## src/rtl/regfile_sb_if.sv

```systemverilog
// Register-file bus: read ports, issue/scoreboard handshake and writeback.
// The master side is the pipeline; the slave side is the register file.
interface regfile_sb_if #(
   parameter int XLEN = 32,
   parameter int AW   = 5
);
   logic [AW-1:0]   i_rs1_addr;
   logic [AW-1:0]   i_rs2_addr;
   logic [XLEN-1:0] o_rs1_data;
   logic [XLEN-1:0] o_rs2_data;
   logic            o_rs1_busy;
   logic            o_rs2_busy;
   logic            i_issue_en;
   logic [AW-1:0]   i_issue_rd;
   logic            o_issue_ready;
   logic            i_wr_en;
   logic [AW-1:0]   i_wr_addr;
   logic [XLEN-1:0] i_wr_data;
   logic            i_flush;
   logic            o_wb_err;

   modport master (
      output i_rs1_addr, i_rs2_addr, i_issue_en, i_issue_rd,
      output i_wr_en, i_wr_addr, i_wr_data, i_flush,
      input  o_rs1_data, o_rs2_data, o_rs1_busy, o_rs2_busy,
      input  o_issue_ready, o_wb_err
   );

   modport slave (
      input  i_rs1_addr, i_rs2_addr, i_issue_en, i_issue_rd,
      input  i_wr_en, i_wr_addr, i_wr_data, i_flush,
      output o_rs1_data, o_rs2_data, o_rs1_busy, o_rs2_busy,
      output o_issue_ready, o_wb_err
   );
endinterface

```

## src/rtl/regfile_sb.sv

```systemverilog
// Integer register file with per-register pending-write scoreboard,
// two combinational read ports, one write port and optional bypass.
module regfile_sb #(
   parameter int XLEN   = 32,
   parameter int NREGS  = 32,
   parameter int AW     = 5,
   parameter int PEND_W = 2,
   parameter int BYPASS = 1
) (
   input logic         clk,
   input logic         i_reset,
   regfile_sb_if.slave rf
);
   localparam logic [PEND_W-1:0] PMAX = '1;

   logic [XLEN-1:0]   regs [NREGS];
   logic [PEND_W-1:0] pend [NREGS];
   logic              wb_err;
   logic              issue_ready;
   logic [NREGS-1:0]  inc;
   logic [NREGS-1:0]  dec;

   function automatic logic [XLEN-1:0] rd_data(
      input logic [AW-1:0]   a,
      input logic [XLEN-1:0] stored,
      input logic            wen,
      input logic [AW-1:0]   waddr,
      input logic [XLEN-1:0] wdata
   );
      if (a == '0)
         return '0;
      if (BYPASS != 0 && wen && waddr == a)
         return wdata;
      return stored;
   endfunction

   // A last outstanding write satisfied by forwarded data is not a hazard.
   function automatic logic rd_busy(
      input logic [AW-1:0]     a,
      input logic [PEND_W-1:0] p,
      input logic              wen,
      input logic [AW-1:0]     waddr
   );
      logic b;
      b = (a != '0) && (p != '0);
      if (BYPASS != 0 && wen && waddr == a && p == PEND_W'(1))
         b = 1'b0;
      return b;
   endfunction

   assign issue_ready = (rf.i_issue_rd == '0) ||
                        (pend[rf.i_issue_rd] != PMAX);

   assign rf.o_issue_ready = issue_ready;
   assign rf.o_wb_err      = wb_err;

   assign rf.o_rs1_data = rd_data(rf.i_rs1_addr, regs[rf.i_rs1_addr],
                                  rf.i_wr_en, rf.i_wr_addr, rf.i_wr_data);
   assign rf.o_rs2_data = rd_data(rf.i_rs2_addr, regs[rf.i_rs2_addr],
                                  rf.i_wr_en, rf.i_wr_addr, rf.i_wr_data);
   assign rf.o_rs1_busy = rd_busy(rf.i_rs1_addr, pend[rf.i_rs1_addr],
                                  rf.i_wr_en, rf.i_wr_addr);
   assign rf.o_rs2_busy = rd_busy(rf.i_rs2_addr, pend[rf.i_rs2_addr],
                                  rf.i_wr_en, rf.i_wr_addr);

   always_comb begin
      inc = '0;
      dec = '0;
      if (rf.i_issue_en && issue_ready && rf.i_issue_rd != '0)
         inc[rf.i_issue_rd] = 1'b1;
      if (rf.i_wr_en && rf.i_wr_addr != '0 && pend[rf.i_wr_addr] != '0)
         dec[rf.i_wr_addr] = 1'b1;
   end

   always_ff @(posedge clk or posedge i_reset) begin
      if (i_reset) begin
         for (int r = 0; r < NREGS; r++) begin
            regs[r] <= '0;
            pend[r] <= '0;
         end
         wb_err <= 1'b0;
      end else begin
         if (rf.i_wr_en && rf.i_wr_addr != '0)
            regs[rf.i_wr_addr] <= rf.i_wr_data;
         for (int r = 1; r < NREGS; r++) begin
            if (rf.i_flush)
               pend[r] <= '0;
            else if (inc[r] && !dec[r])
               pend[r] <= pend[r] + 1'b1;
            else if (dec[r] && !inc[r])
               pend[r] <= pend[r] - 1'b1;
         end
         // Writeback with nothing outstanding is a pipeline bug; keep it.
         if (!rf.i_flush && rf.i_wr_en && rf.i_wr_addr != '0 &&
             pend[rf.i_wr_addr] == '0)
            wb_err <= 1'b1;
      end
   end
endmodule

```

## src/flat_wrapper.sv

```systemverilog
// flat-port wrapper written by rule: the top's interface ports become plain ports
module regfile_sb_flat 
#(
   parameter int XLEN   = 32,
   parameter int NREGS  = 32,
   parameter int AW     = 5,
   parameter int PEND_W = 2,
   parameter int BYPASS = 1
)
  (clk, i_reset, rf_i_rs1_addr, rf_i_rs2_addr, rf_i_issue_en, rf_i_issue_rd, rf_i_wr_en, rf_i_wr_addr, rf_i_wr_data, rf_i_flush, rf_o_rs1_data, rf_o_rs2_data, rf_o_rs1_busy, rf_o_rs2_busy, rf_o_issue_ready, rf_o_wb_err);
  regfile_sb_if #(.XLEN(XLEN), .AW(AW)) rf_i ();
  input logic clk;
  input logic i_reset;
  input wire logic [$bits(rf_i.i_rs1_addr)-1:0] rf_i_rs1_addr;
  input wire logic [$bits(rf_i.i_rs2_addr)-1:0] rf_i_rs2_addr;
  input wire logic [$bits(rf_i.i_issue_en)-1:0] rf_i_issue_en;
  input wire logic [$bits(rf_i.i_issue_rd)-1:0] rf_i_issue_rd;
  input wire logic [$bits(rf_i.i_wr_en)-1:0] rf_i_wr_en;
  input wire logic [$bits(rf_i.i_wr_addr)-1:0] rf_i_wr_addr;
  input wire logic [$bits(rf_i.i_wr_data)-1:0] rf_i_wr_data;
  input wire logic [$bits(rf_i.i_flush)-1:0] rf_i_flush;
  output wire logic [$bits(rf_i.o_rs1_data)-1:0] rf_o_rs1_data;
  output wire logic [$bits(rf_i.o_rs2_data)-1:0] rf_o_rs2_data;
  output wire logic [$bits(rf_i.o_rs1_busy)-1:0] rf_o_rs1_busy;
  output wire logic [$bits(rf_i.o_rs2_busy)-1:0] rf_o_rs2_busy;
  output wire logic [$bits(rf_i.o_issue_ready)-1:0] rf_o_issue_ready;
  output wire logic [$bits(rf_i.o_wb_err)-1:0] rf_o_wb_err;
  assign rf_i.i_rs1_addr = rf_i_rs1_addr;
  assign rf_i.i_rs2_addr = rf_i_rs2_addr;
  assign rf_i.i_issue_en = rf_i_issue_en;
  assign rf_i.i_issue_rd = rf_i_issue_rd;
  assign rf_i.i_wr_en = rf_i_wr_en;
  assign rf_i.i_wr_addr = rf_i_wr_addr;
  assign rf_i.i_wr_data = rf_i_wr_data;
  assign rf_i.i_flush = rf_i_flush;
  assign rf_o_rs1_data = rf_i.o_rs1_data;
  assign rf_o_rs2_data = rf_i.o_rs2_data;
  assign rf_o_rs1_busy = rf_i.o_rs1_busy;
  assign rf_o_rs2_busy = rf_i.o_rs2_busy;
  assign rf_o_issue_ready = rf_i.o_issue_ready;
  assign rf_o_wb_err = rf_i.o_wb_err;
  regfile_sb #(.XLEN(XLEN), .NREGS(NREGS), .AW(AW), .PEND_W(PEND_W), .BYPASS(BYPASS)) u_core (.clk(clk), .i_reset(i_reset), .rf(rf_i));
endmodule
```

## config.mk

```make
export PLATFORM = sky130hd
export DESIGN_NAME = regfile_sb_flat
export DESIGN_NICKNAME = d
export VERILOG_FILES = /design/src/rtl/regfile_sb_if.sv /design/src/rtl/regfile_sb.sv /design/src/flat_wrapper.sv
export SDC_FILE = /design/constraint.sdc
export NUM_CORES = 2
export LEC_CHECK = 0
export BUFFER_PORTS_ARGS = -buffer_cell sky130_fd_sc_hd__buf_2
export CORE_MARGIN = 3
export CORE_UTILIZATION = 25
export DETAILED_ROUTE_END_ITERATION = 16
export GPL_TIMING_DRIVEN = 1
export SYNTH_ARGS = -nofsm -noshare
export SYNTH_HDL_FRONTEND = slang
export SYNTH_SLANG_ARGS = --single-unit
```

## constraint.sdc

```tcl
create_clock -name clk -period 55.1 [get_ports clk]
set_clock_uncertainty 0.05 [all_clocks]
set_input_delay 13.775 -clock clk [delete_from_list [all_inputs] [get_ports clk]]
set_output_delay 13.775 -clock clk [all_outputs]
set_load 0.01 [all_outputs]
```

==> qor.yml <==
run_status:
  status: "complete, no violations"
clock_tree:
  cts.clk_slew.worst_paths_ns: 0.06
  clk_latency_ns: 0.75
  clock_path_buffers: 3
  cts_root_buf: "clkbuf_16"
  cts.sinks: 1087
  cts_tree: "done"
  ctsHoldBuffers: 0
  cts-buffers-inserted: 108
  htree_levels: 3
  cts-resized-gates: 0
  post-cts-setup-buffer-count: 0
die:
  initial_core_util_pct: 25.23
  die_h_um: 497.1
  core_um2: 239000
  dieWidth_um: 497.1
  placementRows: 179
  io_pins: 125
  dieArea_um2: 247100
sta:
  tightestPinTransition_ns: 1.160
  slew_headroom_pct: 22.64
  rsz0062_at_grt: "no"
  slew_violations: 0
  timing.hold.ws_ns: 0.3442
  fin_tns_setup_ns: 0
  hold_viol_final: 0
  period_needed_ns: 32.62
  setup_viol: 0
  max_freq_mhz: 30.66
  fin_crit_sh_pct: 59.19
drt:
  viasPerCell: 5.345
  drt_wl_total_um: 201900
  drc: 0
  drtPass1Iterations: 6
  post_drt_wl_per_cell_um: 26.82
  vias: 40240
  antenna_left: 0
  drt_iter0_drc: 4334
setup_path:
  required_ns: 41.27
  critPathMaxFanout: 99
  rr_startpoint: "u_core.pend[54]"
  max_stage_delay_ns: 0.91
  reg2reg_depth: 7
  critPathCaptureType: "output port"
  crit_slowest_cell: "buf_4"
  path_buf_inv: 5
  r2r_slack_ns: 52.16
  crit_chain: "buf_8 > buf_12 > buf_4 > buf_4 > mux4_2 > mux4_2 > mux2i_1 > a211oi_1 > buf_2"
  critPathArrivalTime_ns: 18.79
  startpoint_type: "input port"
  cpLargestDelayFamily: "buffers and inverters"
  r2r_end: "u_core.pend[5]"
  crit_type: "input port to output port"
grt:
  grt.overflow.total: 0
  grt_pass1_vias: 40810
  antenna_found_initial: 19
  track_usage_pct: 16.04
  grt_max_degree: 189
  grt_first_pass_wirelength_um: 296400
synth:
  syn_nets: 4470
  dominantRegCellSynth: "dfrtp_1"
  yosysTopAreaCell: "dfrtp_1"
  ys.warnings.count: 2
  netlist.area_leader.share_pct: 45.11
  yosysSeqAreaShare_pct: 45.11
  synthTopCellsByArea: "dfrtp_1 (45%), mux4_2 (25%), mux2_2 (14%)"
  synth_edf_count: 0
  synth-async-reset-ratio_pct: 100.0
  synthCells: 4413
  ys_seq_elements: 1087
  ys_types: 65
  syn_area_per_cell_um2: 13.66
  syn_area_um2: 60300
final_layout:
  drive_gt1_share_pct: 43.70
  nets: 4328
  fin_cells: 7529
  final_common_cell: "dfrtp_1"
  final_cell_mix: "dfrtp_1 (1087), mux2_2 (776), nand2_1 (718), mux4_2 (678), nor2_1 (118)"
  n_fill_cell: 23960
  area_growth_pct: 12.21
hold_path:
  hold_start: "u_core.regs[1019]"
  hold_class: "register to register"
  worstHoldPathCells: 0
  min_to: "u_core.regs[1019]"
place:
  place_inst: 7328
  gp_congestion: 0.8266
  dp_hpwl_um: 114000
  port_buffers: 124
pwr:
  p_per_area_nw_per_um2: 34.23
  leakage_uw: 0.02873
  ir_worst_vdd_uv: 27.25
run:
  drv_cap: 0
-- cell families (layout without fill, tap and decap cells) --
family | Yosys count | in the layout | share of synthesized area, %
mux | 1545 | 1545 | 41.33
compound gates | 250 | 250 | 2.691
flops | 1087 | 1087 | 45.11
xor+xnor | 62 | 62 | 0.9006
buf+inv | 473 | 417 | 3.152
other cells | 0 | 5 | 0
simple gates | 996 | 996 | 6.817
-- how the worst max path moves through the flow --
stage / start / endpoint / depth (start not counted)
2_1_floorplan: i_reset / u_core.pend[0] / 1
3_3_place_gp: rf_i_rs1_addr[0] / rf_o_rs1_data[19] / 9
3_5_place_dp: rf_i_rs1_addr[0] / rf_o_rs1_data[19] / 9
4_1_cts: rf_i_rs1_addr[0] / rf_o_rs1_data[19] / 9
5_1_grt: rf_i_rs1_addr[0] / rf_o_rs1_data[19] / 9
6_report: rf_i_rs1_addr[0] / rf_o_rs1_data[22] / 9
-- metrics by stage --
| stage | setup WS, ns | instance area (um2) | total power [uW] | utilization (%) |
|---|---|---|---|---|
| final | 22.48 | 67660 | 2316 | 28.31 |
| after global routing | 22.03 | 67650 | 2415 | 28.31 |
| after CTS | 22.29 | 67640 | 2329 | 28.31 |
| after detailed placement | 22.30 | 64000 | 1548 | 26.78 |
| after global placement | 22.29 | 64000 | 1528 | 26.78 |
| after floorplan | 10.67 | 60300 | 1400 | - |
-- per-layer routing --
metal	part of all wire, %	track usage [%]	vias to the layer above
li1	-	-	16240
met1	41	21.90	21650
met2	47	25.21	1949
met3	8.5	3.618	394
met4	3.4	5.231	2
met5	0.0035	0	-
-- worst reg2reg max path, delay by kind of cell, from the launching register on --
family	cells	cell delay, ns
and+or+nand+nor	4	1.93
DFF	1	0.47
AOI/OAI and AO/OA	3	0.42
-- Yosys cell counts (all sizes together), types with 2 or more instances --
| library cell | count |
|---|---|
| or2 | 5 |
| a21oi | 78 |
| nor3 | 27 |
| and2 | 10 |
| nand2b | 2 |
| o31a | 3 |
| inv | 4 |
| buf | 128 |
| and4 | 3 |
| mux4 | 678 |
| nor2b | 17 |
| o21ai | 42 |
| o21bai | 3 |
| and3 | 6 |
| dfrtp | 1087 |
| xnor2 | 39 |
| nor4 | 8 |
| a211oi | 71 |
| a221oi | 2 |
| nand3 | 12 |
| o41ai | 4 |
| a22oi | 2 |
| a31oi | 5 |
| xor2 | 23 |
| nand2 | 742 |
| nor4b | 2 |
| and3b | 4 |
| a2111oi | 2 |
| o31ai | 9 |
| mux2 | 776 |
| or3b | 4 |
| nor2 | 133 |
| a22o | 4 |
| o22ai | 11 |
| nand3b | 6 |
| mux2i | 91 |
| or4 | 2 |
| a211o | 3 |
| nor3b | 8 |
| o2111ai | 4 |
| or3 | 4 |
| clkbuf | 341 |
-- power by group --
group          switching, uW  internal, uW
Sequential               106           940
Clock                    337           444
Combinational            205           284
-- sequential cells by signal (all words and copies together) (netlist names) --
signal	flops
u_core.pend	62
u_core.rf.o_wb_err	1
u_core.regs	1024
-- layout make-up --
class                           count  area (um2)  area share [%]
Antenna cell                        5       12.51         0.01849
Clock buffer                      159        3164           4.677
Clock inverter                     37       479.2          0.7083
Inverter                            4       22.52         0.03329
Multi-Input combinational cell   2853       31400           46.41
Sequential cell                  1087       27200           40.20
Tap cell                         3167        3963           5.857
Timing Repair Buffer              217        1419           2.097
Power figures use the tool's default switching activity.
